<file path="config.mk">
export PLATFORM = sky130hd
export DESIGN_NAME = lvds_video_rx
export DESIGN_NICKNAME = d
export VERILOG_FILES = /design/src/rtl/lvds_video_rx.sv
export SDC_FILE = /design/constraint.sdc
export NUM_CORES = 1
export LEC_CHECK = 0
export ABC_AREA = 1
export CAP_MARGIN = 10
export CORE_ASPECT_RATIO = 0.75
export CORE_MARGIN = 4
export CORE_UTILIZATION = 32
export DETAILED_ROUTE_END_ITERATION = 8
export PLACE_DENSITY = 0.57
export SLEW_MARGIN = 15
export SYNTH_ARGS = -nofsm -noshare
export SYNTH_HDL_FRONTEND = slang
export SYNTH_SLANG_ARGS = --single-unit
</file>
<file path="constraint.sdc">
create_clock -name clk -period 1.7 [get_ports clk]
set_clock_uncertainty 0.1 [all_clocks]
set_input_delay 0.17 -clock clk [delete_from_list [all_inputs] [get_ports clk]]
set_output_delay 0.17 -clock clk [all_outputs]
set_load 0.03 [all_outputs]
</file>
<file path="src/rtl/lvds_video_rx.sv">
// 7:1 LVDS video receiver: aligns to the forwarded clock-lane pattern, tracks lock,
// and unpacks each 28-bit word from four data lanes into RGB888 + HS/VS/DE.
module lvds_video_rx #(
    parameter logic [6:0] CLK_PATTERN = 7'b1100011,
    parameter int         LOCK_COUNT  = 4,
    parameter int         ERR_LIMIT   = 2
) (
    input  logic       clk,
    input  logic       rst,
    input  logic [3:0] ser_in,
    input  logic       clk_lane,
    output logic [7:0] red,
    output logic [7:0] green,
    output logic [7:0] blue,
    output logic       hsync,
    output logic       vsync,
    output logic       data_enable,
    output logic       pixel_valid,
    output logic       locked,
    output logic       de_err,
    output logic       lock_lost
);

    localparam logic [1:0] ST_HUNT   = 2'd0;
    localparam logic [1:0] ST_CHECK  = 2'd1;
    localparam logic [1:0] ST_LOCKED = 2'd2;

    localparam logic [4:0] LOCK_N = 5'(LOCK_COUNT);
    localparam logic [4:0] ERR_N  = 5'(ERR_LIMIT);

    logic [6:0] sr_0;
    logic [6:0] sr_1;
    logic [6:0] sr_2;
    logic [6:0] sr_3;
    logic [6:0] csr;
    logic [2:0] phase;
    logic [1:0] state;
    logic [3:0] good_cnt;
    logic [3:0] err_cnt;

    logic       bnd;
    logic       pat_ok;
    logic [4:0] good_inc;
    logic [4:0] err_inc;

    // Counters are widened by one bit so the threshold compare cannot wrap at 15.
    always_comb begin
        bnd      = (phase == 3'd0);
        pat_ok   = (csr == CLK_PATTERN);
        good_inc = {1'b0, good_cnt} + 5'd1;
        err_inc  = {1'b0, err_cnt} + 5'd1;
    end

    // pixel_valid, de_err and lock_lost are single-cycle strobes with no back-pressure:
    // the pixel fields are meaningful on the cycle pixel_valid is high and simply hold otherwise.
    always_ff @(posedge clk) begin
        if (rst) begin
            sr_0        <= '0;
            sr_1        <= '0;
            sr_2        <= '0;
            sr_3        <= '0;
            csr         <= '0;
            phase       <= '0;
            state       <= ST_HUNT;
            good_cnt    <= '0;
            err_cnt     <= '0;
            red         <= '0;
            green       <= '0;
            blue        <= '0;
            hsync       <= 1'b0;
            vsync       <= 1'b0;
            data_enable <= 1'b0;
            pixel_valid <= 1'b0;
            locked      <= 1'b0;
            de_err      <= 1'b0;
            lock_lost   <= 1'b0;
        end else begin
            sr_0 <= {sr_0[5:0], ser_in[0]};
            sr_1 <= {sr_1[5:0], ser_in[1]};
            sr_2 <= {sr_2[5:0], ser_in[2]};
            sr_3 <= {sr_3[5:0], ser_in[3]};
            csr  <= {csr[5:0], clk_lane};

            pixel_valid <= 1'b0;
            de_err      <= 1'b0;
            lock_lost   <= 1'b0;
            phase       <= (phase == 3'd6) ? 3'd0 : phase + 3'd1;

            case (state)
                ST_HUNT: begin
                    // A match here means the word just completed; the next one completes 7 clks on.
                    if (pat_ok) begin
                        phase    <= 3'd1;
                        good_cnt <= 4'd1;
                        if (LOCK_N == 5'd1) begin
                            state   <= ST_LOCKED;
                            locked  <= 1'b1;
                            err_cnt <= '0;
                        end else begin
                            state <= ST_CHECK;
                        end
                    end
                end

                ST_CHECK: begin
                    if (bnd) begin
                        if (pat_ok) begin
                            good_cnt <= good_inc[3:0];
                            if (good_inc >= LOCK_N) begin
                                state   <= ST_LOCKED;
                                locked  <= 1'b1;
                                err_cnt <= '0;
                            end
                        end else begin
                            state    <= ST_HUNT;
                            good_cnt <= '0;
                        end
                    end
                end

                ST_LOCKED: begin
                    if (bnd) begin
                        if (!pat_ok && (err_inc >= ERR_N)) begin
                            state     <= ST_HUNT;
                            locked    <= 1'b0;
                            lock_lost <= 1'b1;
                            err_cnt   <= '0;
                            good_cnt  <= '0;
                        end else begin
                            err_cnt     <= pat_ok ? 4'd0 : err_inc[3:0];
                            // Bit 6 of each lane register is the first bit on the wire.
                            red         <= {sr_3[5], sr_3[6], sr_0[1], sr_0[2],
                                            sr_0[3], sr_0[4], sr_0[5], sr_0[6]};
                            green       <= {sr_3[3], sr_3[4], sr_1[2], sr_1[3],
                                            sr_1[4], sr_1[5], sr_1[6], sr_0[0]};
                            blue        <= {sr_3[1], sr_3[2], sr_2[3], sr_2[4],
                                            sr_2[5], sr_2[6], sr_1[0], sr_1[1]};
                            hsync       <= sr_2[2];
                            vsync       <= sr_2[1];
                            data_enable <= sr_2[0];
                            de_err      <= sr_2[0] ^ sr_3[0];
                            pixel_valid <= 1'b1;
                        end
                    end
                end

                default: begin
                    state    <= ST_HUNT;
                    locked   <= 1'b0;
                    good_cnt <= '0;
                    err_cnt  <= '0;
                end
            endcase
        end
    end

endmodule

</file>
# [Word-level counts from Yosys, hierarchy flattened]
# Index checks and enable logic that the tools add are counted.
[word_totals] register_bits=79 inputBits=7 out_inout_bits=31 wordCells=82
[op_classes] addsub=3 order_cmp=2 n_eq_ne=11 mux=31 bitwise_logic=5 reduce_logical=11
[op_table] operator="2-to-1 mux 4 bit" count=11
[op_table] operator="case mux 4 bit (3 select lines)" count=2
[op_table] operator="2-to-1 mux 2 bit" count=6
[op_table] operator="!= test 2 bit, second input constant" count=6
[op_table] operator="adder 4 x 1 -> 5 bit, second input constant" count=2
[op_table] operator="AND reduction 5 bit" count=2
[op_table] operator="2-to-1 mux 3 bit" count=3
[op_table] operator="== test 7 bit, second input constant" count=1
[op_table] operator="2-to-1 mux 1 bit" count=7
[op_table] operator="case mux 2 bit (3 select lines)" count=1
[op_table] operator="AND reduction 6 bit" count=1
[op_table] operator="greater-or-equal comparator 5 x 2 -> 1 bit, second input constant" count=1
[op_table] operator="greater-or-equal comparator 5 x 3 -> 1 bit, second input constant" count=1
[op_table] operator="inverter 1 bit" count=4
[op_table] operator="AND reduction 4 bit" count=1
[op_table] operator="OR reduction 4 bit" count=1
[op_table] operator="adder 3 x 1 -> 3 bit, second input constant" count=1
[op_table] operator="== test 3 bit, second input constant" count=1
[op_table] operator="logical NOT 3 bit" count=1
[op_table] operator="!= test 3 bit, second input constant" count=1
[op_table] operator="case mux 1 bit (3 select lines)" count=1
[op_table] operator="AND reduction 3 bit" count=1
[op_table] operator="OR reduction 3 bit" count=1
[op_table] operator="== test 2 x 1 -> 1 bit, second input constant" count=1
[op_table] operator="5 further kinds" count=5

# [Depth between registers and ports, before layout]
[depth] ltp_word=6 ltp_mapped=14 mapped_depth_nobuf=13

# [Least setup slack after synthesis]
# OpenSTA, ideal clock, no wires.
[synth_timing] path_kind="register to register" start="register err_cnt[1]" end="register blue[3]" setup_time_ps=113 t_arrival_ps=1470 path_slack_ps=18 stages_incl_launch_ff=12 n_path_buf=2 period_less_slack_ps=1682 cell_sequence="dfxtp_1 > inv_1 > ha_1 > nand2_1 > nor2_1 > nand2_2 > nand2_4 > nand4_2 > buf_6 > buf_2 > nor2_1 > nor2_1"
[synth_via] elab_chain_len=5
[synth_rtl] item="start, declared" line_no="39" text="logic [3:0] err_cnt;"
[synth_rtl] item="start signal, assigned" line_no="130" text="err_cnt <= pat_ok ? 4'd0 : err_inc[3:0];"
[synth_rtl] item="adder 4 x 1 -> 5 bit" line_no="51" text="err_inc = {1'b0, err_cnt} + 5'd1;"
[synth_rtl] item="greater-or-equal comparator 5 x 2 -> 1 bit" line_no="123" text="if (!pat_ok && (err_inc >= ERR_N)) begin"
[synth_rtl] item="logical AND 1 bit" line_no="123"
[synth_rtl] item="inverter 1 bit (no line)"
[synth_rtl] item="AND reduction 3 bit (no line)"
[synth_rtl] item="end signal, assigned" line_no="136" text="blue <= {sr_3[1], sr_3[2], sr_2[3], sr_2[4],"
[synth_rtl] item="end, declared" line_no="14" text="output logic [7:0] blue,"
# No other way between the ends.
# A chain may end at the register's enable or synchronous reset.

# [Worst setup path after layout]
[layout_timing] start="register err_cnt[1]" end="register blue[5]"
# Same word-level chain as after synthesis.

==> impl_metrics.tcl <==
set metrics [dict create \
    gp_congestion 0.800 \
    io_buffers 37 \
    clockBufferDepth 2 \
    dieWidth_um 121 \
    critPathKind "reg -> reg" \
    rows 30 \
    cp-end-kind "flip-flop" \
    die-area_um2 11200 \
    relSlewSlack 0.733 \
    mostFrequentLayoutCells "nor2_1 (90), inv_1 (78), dfxtp_1 (77), nand2_1 (70), clkdlybuf4s50_1 (36)" \
    dp_cells 581 \
    netlist_instances 418 \
    initial_utilization 0.333 \
    drc 0 \
    fmax_mhz 577 \
    setup_violations 17 \
    routed_wl_mm 6.72 \
    tightestPinTransition_ps 400 \
    grt_max_degree 29 \
    synth.cell_area_um2 3050 \
    p_leak_nw 1.97 \
    cts_tree "built" \
    period_needed_ps 1730 \
    clk_pin_slew_ps 60 \
    fp.dieH_um 92.6 \
    cts_buffers 9 \
    irDropWorstVdd_v 0.000415 \
    whs_ps 78.2 \
    total_power_mw 6.19 \
    crit_start "err_cnt[1]" \
    grt_pass1_wl_mm 10.4 \
    grt_pass1_vias 2267 \
    postSynthAreaPerCell_um2 7.30 \
    cp_max_fo 8 \
    crit_required_ps 1870 \
    synth_seq_area_share 0.518 \
    regToRegEndpoint "blue[5]" \
    core_um2 9160 \
    finalSetupTns_ps -271 \
    synth.distinct_cells 29 \
    worstHoldPathType "in -> reg" \
    reg2reg_slack_ps -30 \
    post_drt_wl_per_cell_um 11.1 \
    fin_crit_sh 1.02 \
    via_per_inst 4.12 \
    htreeDepth 3 \
    drtAntennaViolNets 0 \
    final_util 0.466 \
    antenna_found_initial 0 \
    violations "setup timing" \
    crit_path_end "blue[5]" \
    syn2layout_area_growth_pct 39.8 \
    clockRootBuffer "clkbuf_16" \
    track_usage 0.116 \
    cp.arrival_ps 1900 \
    synth.yosys.warnings 0 \
    final_cells 606 \
    clock_latency_ps 330 \
    synth_seq_cells 79 \
    maxSlewViolCount 0 \
    r2r_cells 12 \
    layout_commonest_cell "nor2_1" \
    grt.overflow.total 0 \
    final_layout_size_suffix_gt1_frac 0.215 \
    clkSinkCount 79 \
    synthesis.nets 429 \
    vias 2498 \
    regToRegStartpoint "err_cnt[1]" \
    status "finished with violations" \
    fin_nets 484 \
    hold_viol 0 \
    dr.first_iter.drc_count 112 \
    hpwl_mm 3.84 \
    worst_slack_ps -32.6 \
    design.portCount 38 \
    start_kind "flip-flop" \
    drv_cap 0 \
    antenna_cells 0 \
    rsz0062_at_grt "true" \
    drtPass1Iterations 5 \
    power.density_nw_per_um2 1450 \
]
==> synthesized netlist by cell type <==
| library cell | n | share of area |
|---|---|---|
| nor2_1 | 106 | 0.13 |
| nand2_1 | 86 | 0.11 |
| inv_1 | 81 | 0.10 |
| dfxtp_1 | 79 | 0.52 |
| nand2_2 | 11 | 0.023 |
| nand3_1 | 9 | 0.015 |
| buf_2 | 5 | 0.0082 |
| nor3_1 | 5 | 0.0082 |
| a21oi_1 | 4 | 0.0066 |
| ha_1 | 4 | 0.016 |
| buf_1 | 3 | 0.0037 |
| clkbuf_1 | 3 | 0.0037 |
| nor2_2 | 3 | 0.0061 |
| buf_6 | 2 | 0.0074 |
| nand2_4 | 2 | 0.0074 |
| o21ai_0 | 2 | 0.0033 |
| a21boi_4 | 1 | 0.0061 |
| buf_8 | 1 | 0.0049 |
| inv_2 | 1 | 0.0012 |
| nand4_1 | 1 | 0.0021 |
| nand4_2 | 1 | 0.0041 |
| nor3_2 | 1 | 0.0033 |
| nor4_1 | 1 | 0.0021 |
| o21ai_1 | 1 | 0.0016 |
| o22ai_1 | 1 | 0.0021 |
| or2_2 | 1 | 0.0021 |
| or3b_2 | 1 | 0.0029 |
| xnor2_1 | 1 | 0.0029 |
| xor2_1 | 1 | 0.0029 |
==> worst max-delay path, stage by stage (launching register included) <==
cell	delay, ps
dfxtp_4	390
inv_4	50
ha_4	260
nand2_2	40
nor2_2	80
nand2_2	70
nand2_4	80
nand4_4	80
buf_12	170
clkbuf_16	170
nand2_2	50
nand2_1	40
nor2_1	90
==> registers in the layout, summed over array words and instances (netlist names) <==
name,cells
csr,7
phase,3
locked,1
err_cnt,4
good_cnt,4
sr_3,7
state,2
pixel_valid,1
sr_2,7
vsync,1
data_enable,1
lock_lost,1
blue,8
de_err,1
sr_0,7
red,8
sr_1,7
green,8
hsync,1
==> cell type report <==
class / count / area [um2]
timing repair buffer: 58 / 658
clock buffer: 10 / 229
inverter: 82 / 310
multi-input combinational: 243 / 1230
clock inverter: 6 / 92.6
fill: 948 / 4890
sequential: 79 / 1590
tap: 128 / 160
==> power by group <==
| part | leakage (nW) | switching, mW | internal [mW] |
|---|---|---|---|
| Sequential | 0.644 | 0.119 | 2.05 |
| Clock | 0.150 | 0.774 | 1.30 |
| Combinational | 1.18 | 1.13 | 0.822 |
| Total | 1.97 | 2.02 | 4.17 |
==> kinds of logic after synthesis <==
family          count (synthesis)  synth area share
simple gates                  228             0.311
buf+inv                        96             0.129
flops                          79             0.518
compound gates                  9            0.0197
fa+ha+maj                       4            0.0164
xor+xnor                        2           0.00574
==> metal layers <==
layer  GRT usage  vias to the layer above  wire length, um  part of all wire
met1       0.152                     1119             3400              0.51
met3      0.0385                        9              289             0.043
met2       0.181                       50             2940              0.44
met5           0                        -                0                 0
met4      0.0415                        0               93             0.014
li1            -                     1320                -                 -
==> per-stage QoR <==
step,worst slack (ps),cell area (um2)
CTS,-64.8,4010
floorplan,17.7,3050
detailed placement,-70.1,3610
global placement,19.0,3610
global route,-158,4270
finish,-32.6,4270
==> worst min-delay path by stage <==
stage / startpoint / to / slack (ps) / depth (start not counted)
6_report: rst / phase[0] / 80 / 4
2_1_floorplan: clk_lane / csr[0] / 180 / 2
5_1_grt: rst / phase[0] / 110 / 4
3_5_place_dp: sr_0[1] / sr_0[2] / 310 / 2
3_3_place_gp: sr_1[5] / sr_1[6] / 310 / 2
4_1_cts: rst / phase[0] / 70 / 4
==> timing repair <==
action,in CTS,in global routing
gates cloned,2,5
endpoints found under the setup margin,34,40
gates resized for setup,11,44
pin swaps,0,8
hold buffers,0,0
setup buffers,0,2
Note: power is estimated with default switching activity, not from simulation.
